==> src/rtl/id_ex_stage_pkg.sv <==
// Shared types for the decode->execute boundary: ALU op encoding, forward-select
// codes and the held instruction record.
package id_ex_stage_pkg;

   localparam int unsigned DW = 32;
   localparam int unsigned RW = 5;

   typedef enum logic [4:0] {
      ALU_ADD   = 5'd0,
      ALU_SUB   = 5'd1,
      ALU_AND   = 5'd2,
      ALU_OR    = 5'd3,
      ALU_XOR   = 5'd4,
      ALU_SLL   = 5'd5,
      ALU_SRL   = 5'd6,
      ALU_SRA   = 5'd7,
      ALU_SLT   = 5'd8,
      ALU_SLTU  = 5'd9,
      ALU_PASSB = 5'd10
   } alu_op_e;

   typedef enum logic [1:0] {
      FWD_RF  = 2'd0,
      FWD_EXM = 2'd1,
      FWD_WB  = 2'd2
   } fwd_sel_e;

   typedef struct packed {
      alu_op_e          op;
      logic [RW-1:0]    rs1;
      logic [RW-1:0]    rs2;
      logic [DW-1:0]    rs1_data;
      logic [DW-1:0]    rs2_data;
      logic [DW-1:0]    imm;
      logic [DW-1:0]    pc;
      logic [RW-1:0]    rd;
      logic             reg_write;
      logic             use_imm;
      logic             use_pc;
   } id_ex_t;

   // x0 is hardwired, so a write to it is never a forwarding source.
   function automatic logic fwd_hit(input logic we, input logic [RW-1:0] src_rd,
                                    input logic [RW-1:0] rs);
      return we && (src_rd == rs) && (rs != '0);
   endfunction

endpackage

==> src/rtl/id_ex_stage_operand_fwd.sv <==
// Combinational forwarding mux for one source operand: EX/MEM beats MEM/WB beats
// the held register-file value; x0 always reads as zero.
module id_ex_stage_operand_fwd
   import id_ex_stage_pkg::*;
#(
   parameter int unsigned DATA_WIDTH = DW,
   parameter int unsigned REG_ADDR_W = RW
) (
   input  logic [REG_ADDR_W-1:0] rs_i,
   input  logic [DATA_WIDTH-1:0] rs_data_i,
   input  logic [REG_ADDR_W-1:0] exm_rd_i,
   input  logic                  exm_we_i,
   input  logic [DATA_WIDTH-1:0] exm_result_i,
   input  logic [REG_ADDR_W-1:0] wb_rd_i,
   input  logic                  wb_we_i,
   input  logic [DATA_WIDTH-1:0] wb_result_i,
   output fwd_sel_e              sel_o,
   output logic [DATA_WIDTH-1:0] val_o
);

   always_comb begin
      sel_o = FWD_RF;
      val_o = rs_data_i;
      if (fwd_hit(exm_we_i, exm_rd_i, rs_i)) begin
         sel_o = FWD_EXM;
         val_o = exm_result_i;
      end else if (fwd_hit(wb_we_i, wb_rd_i, rs_i)) begin
         sel_o = FWD_WB;
         val_o = wb_result_i;
      end else if (rs_i == '0) begin
         val_o = '0;
      end
   end

endmodule

==> src/rtl/id_ex_stage.sv <==
// Decode->execute pipeline register with valid/ready handshake, flush, operand
// forwarding and imm/PC selection feeding a combinational ALU.
module id_ex_stage
   import id_ex_stage_pkg::*;
#(
   parameter int unsigned DATA_WIDTH = DW,
   parameter int unsigned REG_ADDR_W = RW
) (
   input  logic                  clk,
   input  logic                  rst,
   input  logic                  flush,
   input  logic                  in_valid,
   output logic                  in_ready,
   input  logic [4:0]            in_alu_op,
   input  logic [REG_ADDR_W-1:0] in_rs1,
   input  logic [REG_ADDR_W-1:0] in_rs2,
   input  logic [DATA_WIDTH-1:0] in_rs1_data,
   input  logic [DATA_WIDTH-1:0] in_rs2_data,
   input  logic [DATA_WIDTH-1:0] in_imm,
   input  logic                  in_use_imm,
   input  logic                  in_use_pc,
   input  logic [DATA_WIDTH-1:0] in_pc,
   input  logic [REG_ADDR_W-1:0] in_rd,
   input  logic                  in_reg_write,
   input  logic [REG_ADDR_W-1:0] exm_rd,
   input  logic                  exm_we,
   input  logic [DATA_WIDTH-1:0] exm_result,
   input  logic [REG_ADDR_W-1:0] wb_rd,
   input  logic                  wb_we,
   input  logic [DATA_WIDTH-1:0] wb_result,
   output logic                  out_valid,
   input  logic                  out_ready,
   output logic [4:0]            alu_op,
   output logic [DATA_WIDTH-1:0] alu_a,
   output logic [DATA_WIDTH-1:0] alu_b,
   output logic [REG_ADDR_W-1:0] out_rd,
   output logic                  out_reg_write,
   output logic [DATA_WIDTH-1:0] out_pc
);

   id_ex_t                held_q, held_d;
   logic                  valid_q, valid_d;
   logic                  accept, consume, stall;
   fwd_sel_e              sel_a, sel_b;
   logic [DATA_WIDTH-1:0] fwd_a, fwd_b;
   logic                  unused_sel;

   assign in_ready = !valid_q || out_ready;
   assign accept   = in_valid && in_ready && !flush;
   assign consume  = valid_q && out_ready;
   assign stall    = valid_q && !out_ready;

   always_ff @(posedge clk) begin
      if (rst) begin
         held_q  <= '0;
         valid_q <= 1'b0;
      end else begin
         held_q  <= held_d;
         valid_q <= valid_d;
      end
   end

   always_comb begin
      held_d  = held_q;
      valid_d = valid_q;
      if (flush) begin
         valid_d          = 1'b0;
         held_d.reg_write = 1'b0;
      end else if (accept) begin
         valid_d          = 1'b1;
         held_d.op        = alu_op_e'(in_alu_op);
         held_d.rs1       = in_rs1;
         held_d.rs2       = in_rs2;
         // Regfile is written and read in the same cycle; take the value being written.
         held_d.rs1_data  = fwd_hit(wb_we, wb_rd, in_rs1) ? wb_result : in_rs1_data;
         held_d.rs2_data  = fwd_hit(wb_we, wb_rd, in_rs2) ? wb_result : in_rs2_data;
         held_d.imm       = in_imm;
         held_d.pc        = in_pc;
         held_d.rd        = in_rd;
         held_d.reg_write = in_reg_write;
         held_d.use_imm   = in_use_imm;
         held_d.use_pc    = in_use_pc;
      end else begin
         if (consume) valid_d = 1'b0;
         // A WB retiring during a stall would otherwise vanish before we consume.
         if (stall) begin
            if (fwd_hit(wb_we, wb_rd, held_q.rs1)) held_d.rs1_data = wb_result;
            if (fwd_hit(wb_we, wb_rd, held_q.rs2)) held_d.rs2_data = wb_result;
         end
      end
   end

   id_ex_stage_operand_fwd #(.DATA_WIDTH(DATA_WIDTH), .REG_ADDR_W(REG_ADDR_W)) u_fwd_a (
      .rs_i         (held_q.rs1),
      .rs_data_i    (held_q.rs1_data),
      .exm_rd_i     (exm_rd),
      .exm_we_i     (exm_we),
      .exm_result_i (exm_result),
      .wb_rd_i      (wb_rd),
      .wb_we_i      (wb_we),
      .wb_result_i  (wb_result),
      .sel_o        (sel_a),
      .val_o        (fwd_a)
   );

   id_ex_stage_operand_fwd #(.DATA_WIDTH(DATA_WIDTH), .REG_ADDR_W(REG_ADDR_W)) u_fwd_b (
      .rs_i         (held_q.rs2),
      .rs_data_i    (held_q.rs2_data),
      .exm_rd_i     (exm_rd),
      .exm_we_i     (exm_we),
      .exm_result_i (exm_result),
      .wb_rd_i      (wb_rd),
      .wb_we_i      (wb_we),
      .wb_result_i  (wb_result),
      .sel_o        (sel_b),
      .val_o        (fwd_b)
   );

   assign unused_sel = ^{sel_a, sel_b};

   assign out_valid     = valid_q;
   assign alu_op        = held_q.op;
   assign alu_a         = held_q.use_pc  ? held_q.pc  : fwd_a;
   assign alu_b         = held_q.use_imm ? held_q.imm : fwd_b;
   assign out_rd        = held_q.rd;
   assign out_reg_write = held_q.reg_write;
   assign out_pc        = held_q.pc;

endmodule

==> config.mk <==
export PLATFORM = sky130hd
export DESIGN_NAME = id_ex_stage
export DESIGN_NICKNAME = d
export VERILOG_FILES = /design/src/rtl/id_ex_stage_pkg.sv /design/src/rtl/id_ex_stage_operand_fwd.sv /design/src/rtl/id_ex_stage.sv
export SDC_FILE = /design/constraint.sdc
export NUM_CORES = 1
export LEC_CHECK = 0
export ABC_CLOCK_PERIOD_IN_PS = 7050
export BUFFER_PORTS_ARGS = -buffer_cell sky130_fd_sc_hd__buf_2
export CAP_MARGIN = 20
export CORE_ASPECT_RATIO = 2
export CORE_UTILIZATION = 42
export CTS_CLUSTER_SIZE = 14
export DETAILED_ROUTE_END_ITERATION = 16
export PLACE_DENSITY_LB_ADDON = 0.15
export SLEW_MARGIN = 20
export SYNTH_ARGS = -nofsm -noshare
export SYNTH_HDL_FRONTEND = slang
export SYNTH_HIERARCHICAL = 1
export SYNTH_SLANG_ARGS = --single-unit
==> constraint.sdc <==
create_clock -name clk -period 7.05 [get_ports clk]
set_input_delay 1.41 -clock clk [delete_from_list [all_inputs] [get_ports clk]]
set_output_delay 1.41 -clock clk [all_outputs]
set_load 0.05 [all_outputs]
# == Word-level counts from Yosys, hierarchy flattened ==
# Cells that the tools add are included.
# word_totals
ff_bits,152
latch_bits,0
ram_bits,0
rom_bits,0
in_bits,232
out_inout_bits,109
wordCells,69
mem_count,0
# classes
n_addsub,0
multipliers,0
n_div,0
n_lt_le_gt_ge,0
n_eq_ne,6
shift,0
muxes,16
bitwise,1
n_reduce_logical,34
# op_table
op,n
$mux W32,12
$mux W64,2
$eq A5 B5 Y1,6
$reduce_bool A5 Y1,4
$logic_and A1 B1 Y1,16
$logic_not A5 Y1,2
$reduce_bool A2 Y1,4
$reduce_and A3 Y1,2
$logic_not A1 Y1,3
$mux W1,2
$reduce_and A2 Y1,1
$reduce_or A2 Y1,1
$logic_or A1 B1 Y1,1
$not A1 Y1,1

# == Logic depth before layout (Yosys ltp) ==
# Gate-level depths: netlist of run 1.
# depth
word_depth,6
ltp_mapped,7
ltp_nobuf,5

# == Modules after synthesis ==
# Netlist of run 1, hierarchy kept.
# by_module_without_submodules
mod,n_inst,cells_per_inst,area_each_um2,seq_area_each_um2
id_ex_stage,1,823,7405.9,3042.9
id_ex_stage_operand_fwd,2,181,1154.9,0.0

# == Least setup slack after synthesis of run 1 ==
# Ideal clock, no wire load.
# synth_timing
path_type,input -> output
start,input wb_rd[0]
end,output alu_a[0]
arrival_time_ps,2806
required_time_ps,5640
slack_ps,2834
stages,7
path_buffers,2
cell_sequence,xnor2_1 > and4_1 > clkbuf_1 > clkbuf_1 > nand4_1 > a31oi_1 > mux2_2
# synth_between
elab_chain_cells,6
# synth_rtl
item,line_no,rtl
"start, declared",id_ex_stage.sv:28,"input logic [REG_ADDR_W-1:0] wb_rd,"
$eq A5 B5 Y1,id_ex_stage_pkg.sv:45,return we && (src_rd == rs) && (rs != '0);
$logic_and A1 B1 Y1 (2 in series),id_ex_stage_pkg.sv:45,
$mux W32,id_ex_stage_operand_fwd.sv:27,"end else if (fwd_hit(wb_we_i, wb_rd_i, rs_i)) begin"
$mux W32,id_ex_stage_operand_fwd.sv:24,"if (fwd_hit(exm_we_i, exm_rd_i, rs_i)) begin"
via fwd_a[0],id_ex_stage.sv:45,"logic [DATA_WIDTH-1:0] fwd_a, fwd_b;"
$mux W32,id_ex_stage.sv:123,assign alu_a = held_q.use_pc ? held_q.pc : fwd_a;
"end, declared",id_ex_stage.sv:34,"output logic [DATA_WIDTH-1:0] alu_a,"
# The timed path passes the listed nets, and every way through them passes these cells.

# == Worst setup path after layout of run 1 ==
# layout_timing
start,input wb_rd[4]
end,output alu_a[20]
# Same word-level chain as after synthesis.

==> impl_metrics.tcl, run 1 <==
set metrics [dict create \
    wl_met2_mm 18.4 \
    rr_worst_depth 6 \
    met1_length_mm 13.7 \
    root_buffer "clkbuf_16" \
    antenna_found_initial 12 \
    highest_layer "met5" \
    path_max_fanout 20 \
    drt_iter0_markers 892 \
    area_growth_pct 19.4 \
    holdPathStages 2 \
    worstReg2RegEnd "held_q[100]" \
    p_leak_nw 4.57 \
    critPathLaunch "wb_rd[4]" \
    initial_core_util_pct 42.8 \
    num_vias 9989 \
    maxCapViolCount 0 \
    rsz0062_at_grt "no" \
    p_int_mw 1.62 \
    slew_headroom_pct 26.9 \
    power_density_nw_per_um2 213 \
    die_x_um 109 \
    layout.cells.non_filler 1694 \
    switching_share_pct 34.2 \
    cts_resized 0 \
    p_switching_mw 0.843 \
    ant_nets 0 \
    syn_avg_cell_area_um2 8.22 \
    routed_via_density 5.90 \
    fin_nets 1623 \
    setup.worst_path.end_class "output port" \
    drv_slew 0 \
    finalCritPeriodShare_pct 79.3 \
    status "finished, final reports clean" \
    slowest_delay_ns 0.88 \
    finClkSkew_ns 0.0104 \
    path_buf_inv 3 \
    synth_area_um2 9690 \
    reg2reg_from "out_valid" \
    n_fill_cell 2331 \
    cts.htree.levels 4 \
    drive_gt1_share_pct 36.3 \
    worstPathArrival_ns 4.18 \
    finalSetupTns_ns 0 \
    cts_tree "done" \
    clk_pin_slew_ns 0.06 \
    grt_usage_pct 30.9 \
    ctsHoldBuffers 0 \
    die_h_um 217 \
    crit_type "input pin to output port" \
    setup_viol 0 \
    numCtsBuffers 17 \
    routabilityCongestion 0.964 \
    grt_start_max_net_pins 81 \
    num_rows 78 \
    whs_ns 0.450 \
    cts_sinks 152 \
    cts_buffer_depth 2 \
    multi_input_area_um2 5710 \
    worstHoldPathType "flop to flop" \
    vdd_drop_max_v 0.000128 \
    first_pass_iters 5 \
    dieArea_um2 23700 \
    syn_inst 1179 \
    wl_met3_mm 2.34 \
    syn_nets 1411 \
    crit_path_end "alu_a[20]" \
    max_freq_ghz 0.179 \
    dp.cells 1650 \
    yosys_warnings 6 \
    port_buffers 340 \
    overflow 0 \
    cp_cell_sequence "buf_2 > xnor2_1 > nand4_1 > buf_4 > o211ai_1 > a31oi_1 > mux2_2 > buf_2" \
    cp-start-kind "input pin" \
    slowest_stage "nand4_1" \
    critPathTopFamily "buffers and inverters" \
    worstPathRequired_ns 5.64 \
    grt_pass1_vias 9262 \
    wirelength_mm 37.0 \
    io-pin-count 341 \
    post-cts-setup-buffer-count 0 \
    wl_per_cell_um 21.8 \
    crit_top_cell "buf_2" \
    dp_hpwl_mm 27.2 \
    regArea_um2 3050 \
    power_frac_seq_pct 38.5 \
    worst_slew_pin_slew_ns 1.09 \
    comb_power_share_pct 25.2 \
    clockPowerShare_pct 36.3 \
    cp_num_cells 8 \
    hold_viol_final 0 \
    grt_pass1_wl_mm 54.0 \
    clock_latency_ns 0.45 \
    drc 0 \
    reg2reg_slack_ns 4.38 \
    coreArea_um2 22600 \
    period_minus_slack_ns 5.59 \
]
## how the worst min path moves through the flow
stage / start / end / slack (ns)
finish: out_rd[0] / out_rd[0] / 0.45
global route: held_q[59] / held_q[59] / 0.47
CTS: out_rd[0] / out_rd[0] / 0.45
detailed placement: out_rd[0] / out_rd[0] / 0.44
global placement: held_q[40] / held_q[40] / 0.44
floorplan: held_q[40] / held_q[40] / 0.43
## worst register-to-register path, stage by stage, from the launching register on
cell and delay, ns:
dfxtp_1 0.33, nand2b_4 0.10, nand3b_1 0.19, a31oi_4 0.90
buf_4 0.42, mux2i_1 0.45, a211oi_2 0.12
## sequential cells by signal, indices dropped and copies added, names as in the netlist
| register | count |
|---|---|
| out_pc | 32 |
| out_rd | 5 |
| out_valid | 1 |
| held_q | 108 |
| alu_op | 5 |
| out_reg_write | 1 |
## power groups by stage
stage          Clock, mW  Combinational [mW]  Sequential, mW
6_report           0.894               0.620           0.948
5_1_grt            0.943               0.658           0.954
2_1_floorplan          0               0.456           0.950
3_3_place_gp           0               0.609           0.967
3_5_place_dp           0               0.614           0.967
4_1_cts            0.909               0.615           0.948
## metrics by stage
| step | utilization, % | setup slack (ns) | power, mW | instance area (µm²) |
|---|---|---|---|---|
| 2_1_floorplan | - | 2.83 | 1.41 | 9690 |
| 3_3_place_gp | 48.4 | 1.55 | 1.58 | 11000 |
| 3_5_place_dp | 48.4 | 1.49 | 1.58 | 11000 |
| 4_1_cts | 50.8 | 1.33 | 2.47 | 11500 |
| 5_1_grt | 51.1 | 1.46 | 2.55 | 11600 |
| 6_report | 51.1 | 1.46 | 2.46 | 11600 |
## final cells by class
type,count,share of cell area (%)
Antenna cell,10,0.216
Clock buffer,25,4.20
Clock inverter,7,0.595
Inverter,1,0.0324
Multi-Input combinational cell,858,49.3
Sequential cell,152,26.3
Tap cell,280,3.03
Timing Repair Buffer,361,16.3
## placed cells by master, fill, tap and decap left out, types with 8 or more instances in the layout
| cell type | count |
|---|---|
| xor2_1 | 8 |
| a21oi_1 | 88 |
| o211ai_1 | 64 |
| nor3_1 | 67 |
| a211oi_2 | 38 |
| nor2_1 | 66 |
| diode_2 | 10 |
| a211oi_1 | 27 |
| buf_2 | 339 |
| buf_4 | 19 |
| clkbuf_16 | 17 |
| mux2_2 | 64 |
| nand4_1 | 70 |
| nand2_1 | 175 |
| mux2i_1 | 65 |
| dfxtp_1 | 150 |
| a31oi_1 | 64 |
| xnor2_1 | 28 |
## per-layer routing
| layer | GRT usage [%] | vias to the layer above |
|---|---|---|
| met5 | 0 | - |
| met4 | 23.1 | 4 |
| met3 | 5.72 | 124 |
| met2 | 50.8 | 486 |
| met1 | 34.6 | 4687 |
| li1 | - | 4688 |
Power figures use the tool's default switching activity.
==> run 2: changes to the inputs <==
Settings changed: ABC_CLOCK_PERIOD_IN_PS 7050 to 4500.
Clock period 7.05 ns to 4.5 ns, I/O delays scaled along.
==> run 2 against run 1 <==
  * Sequential power grew 56%
  * Largest power group unchanged
  * Sequential cell count is the same
  * Setup slack lost 1.1 ns
  * Clock power grew 51%
  * Worst hold slack lost 0.00084 ns
==> impl_metrics.tcl, run 2 (same netlist as run 1, synthesis figures left out) <==
set metrics [dict create \
    cts_sinks 152 \
    worstPathRequired_ns 3.60 \
    cts.htree.levels 4 \
    die_h_um 217 \
    die_x_um 109 \
    setup.worst_path.end_class "output port" \
    io-pin-count 341 \
    maxCapViolCount 0 \
    finalSetupTns_ns 0 \
    grt_usage_pct 30.0 \
    first_pass_iters 7 \
    wirelength_mm 36.0 \
    p_int_mw 2.49 \
    place_ws_ns 0.615 \
    power_frac_seq_pct 39.0 \
    rsz0062_at_grt "no" \
    clk_pin_slew_ns 0.06 \
    path_max_fanout 17 \
    grt_pass1_wl_mm 52.7 \
    cts_buffer_depth 2 \
    drive_gt1_share_pct 36.4 \
    setup_viol 0 \
    p_switching_mw 1.31 \
    slew_headroom_pct 39.1 \
    crit_type "flop to output port" \
    post-cts-setup-buffer-count 0 \
    drc 0 \
    fin_nets 1628 \
    worst_slew_pin_slew_ns 0.913 \
    coreArea_um2 22600 \
    comb_power_share_pct 25.5 \
    num_vias 9769 \
    port_buffers 340 \
    dp_hpwl_mm 26.7 \
    status "finished, final reports clean" \
    grt_pass1_vias 9254 \
    clock_latency_ns 0.45 \
    period_minus_slack_ns 4.09 \
    numCtsBuffers 17 \
    gr-usage-met3_pct 5.54 \
    holdPathStages 2 \
    dieArea_um2 23700 \
    grt_util_met2_pct 51.8 \
    gr-usage-met1_pct 33.8 \
    largest_reg_flops 108 \
    max_freq_ghz 0.244 \
    finalCritPeriodShare_pct 90.9 \
    overflow 0 \
    cts_tree "done" \
    p_leak_nw 4.59 \
    switching_share_pct 34.4 \
    worstHoldPathType "flop to flop" \
    finClkSkew_ns 0.00670 \
    grt.busiest_layer "met2" \
    clockPowerShare_pct 35.5 \
    antenna_found_initial 13 \
    num_rows 78 \
    wl_per_cell_um 21.2 \
    rr_worst_depth 6 \
    cp-start-kind "flop" \
    final.setup.worst_slack_ns 0.409 \
    mostFrequentLayoutCell "buf_2" \
    area_growth_pct 19.5 \
    drt_iter0_markers 767 \
    whs_ns 0.450 \
    hold_viol_final 0 \
    routabilityCongestion 0.922 \
    cts_resized 0 \
    vdd_drop_max_v 0.000254 \
    drv_slew 0 \
    root_buffer "clkbuf_16" \
    regMostFlops "held_q" \
    ctsHoldBuffers 0 \
    worstPathArrival_ns 3.19 \
    fin_total_pwr_mw 3.80 \
    routed_via_density 5.76 \
    initial_core_util_pct 42.8 \
    ant_nets 0 \
    power_density_nw_per_um2 328 \
    grt_start_max_net_pins 95 \
    final_cell_mix "buf_2, nand2_1, dfxtp_1" \
]
[run 2: changes by cell type in the layout (fill, tap and decap cells not counted), sizes merged]
cell,previous run,this run
diode,10,9
buf,361,366
bufinv,1,0
clkbuf,25,24
clkinv,4,6
clkinvlp,2,1
[run 2: cell type report]
cell class | instances | area [µm²]
fillers | 2246 | 11100
multi-input cells | 858 | 5710
flip-flops and latches | 152 | 3050
repair buffers | 366 | 1920
clock buffers | 24 | 492
well taps | 280 | 350
clock inverters | 7 | 45.0
diodes | 9 | 22.5
inverters | 1 | 3.75
[run 2: path summary, 6_finish.rpt]
| check | slack [ns] | startpoint | end |
|---|---|---|---|
| worst max register to register | 1.92 | out_valid | held_q[125] |
| worst min-delay path | 0.45 | out_rd[2] | out_rd[2] |
| worst min register to register | 0.45 | out_rd[2] | out_rd[2] |
| worst max-delay path | 0.41 | held_q[144] | alu_a[23] |
[run 2: worst max-delay path: stages, from the launching register on]
cell,delay (ns)
dfxtp_1,0.30
buf_4,0.15
or4_1,0.57
o211ai_4,0.22
or2_1,0.52
buf_4,0.35
a31oi_1,0.13
mux2_2,0.27
buf_2,0.21
[run 2: power by group through the flow]
stage	Combinational [mW]	Clock [mW]	Sequential, mW
after global placement	0.960	0	1.51
final	0.970	1.35	1.48
after CTS	0.966	1.37	1.48
after detailed placement	0.964	0	1.51
after floorplan	0.714	0	1.49
after global routing	1.03	1.42	1.49
[run 2: stage by stage]
step,area [µm²],util (%),cells
finish,11600,51.2,1697
global route,11600,51.2,1697
CTS,11600,51.0,1688
detailed placement,11000,48.7,1657
global placement,11000,48.7,1657
floorplan,9690,-,1179
[run 2: routing by layer]
layer / part of all wire [%] / wire length, µm
met4: 4.7 / 1710
met5: 0.075 / 27
met2: 52 / 18500
met1: 38 / 13600
met3: 5.8 / 2070
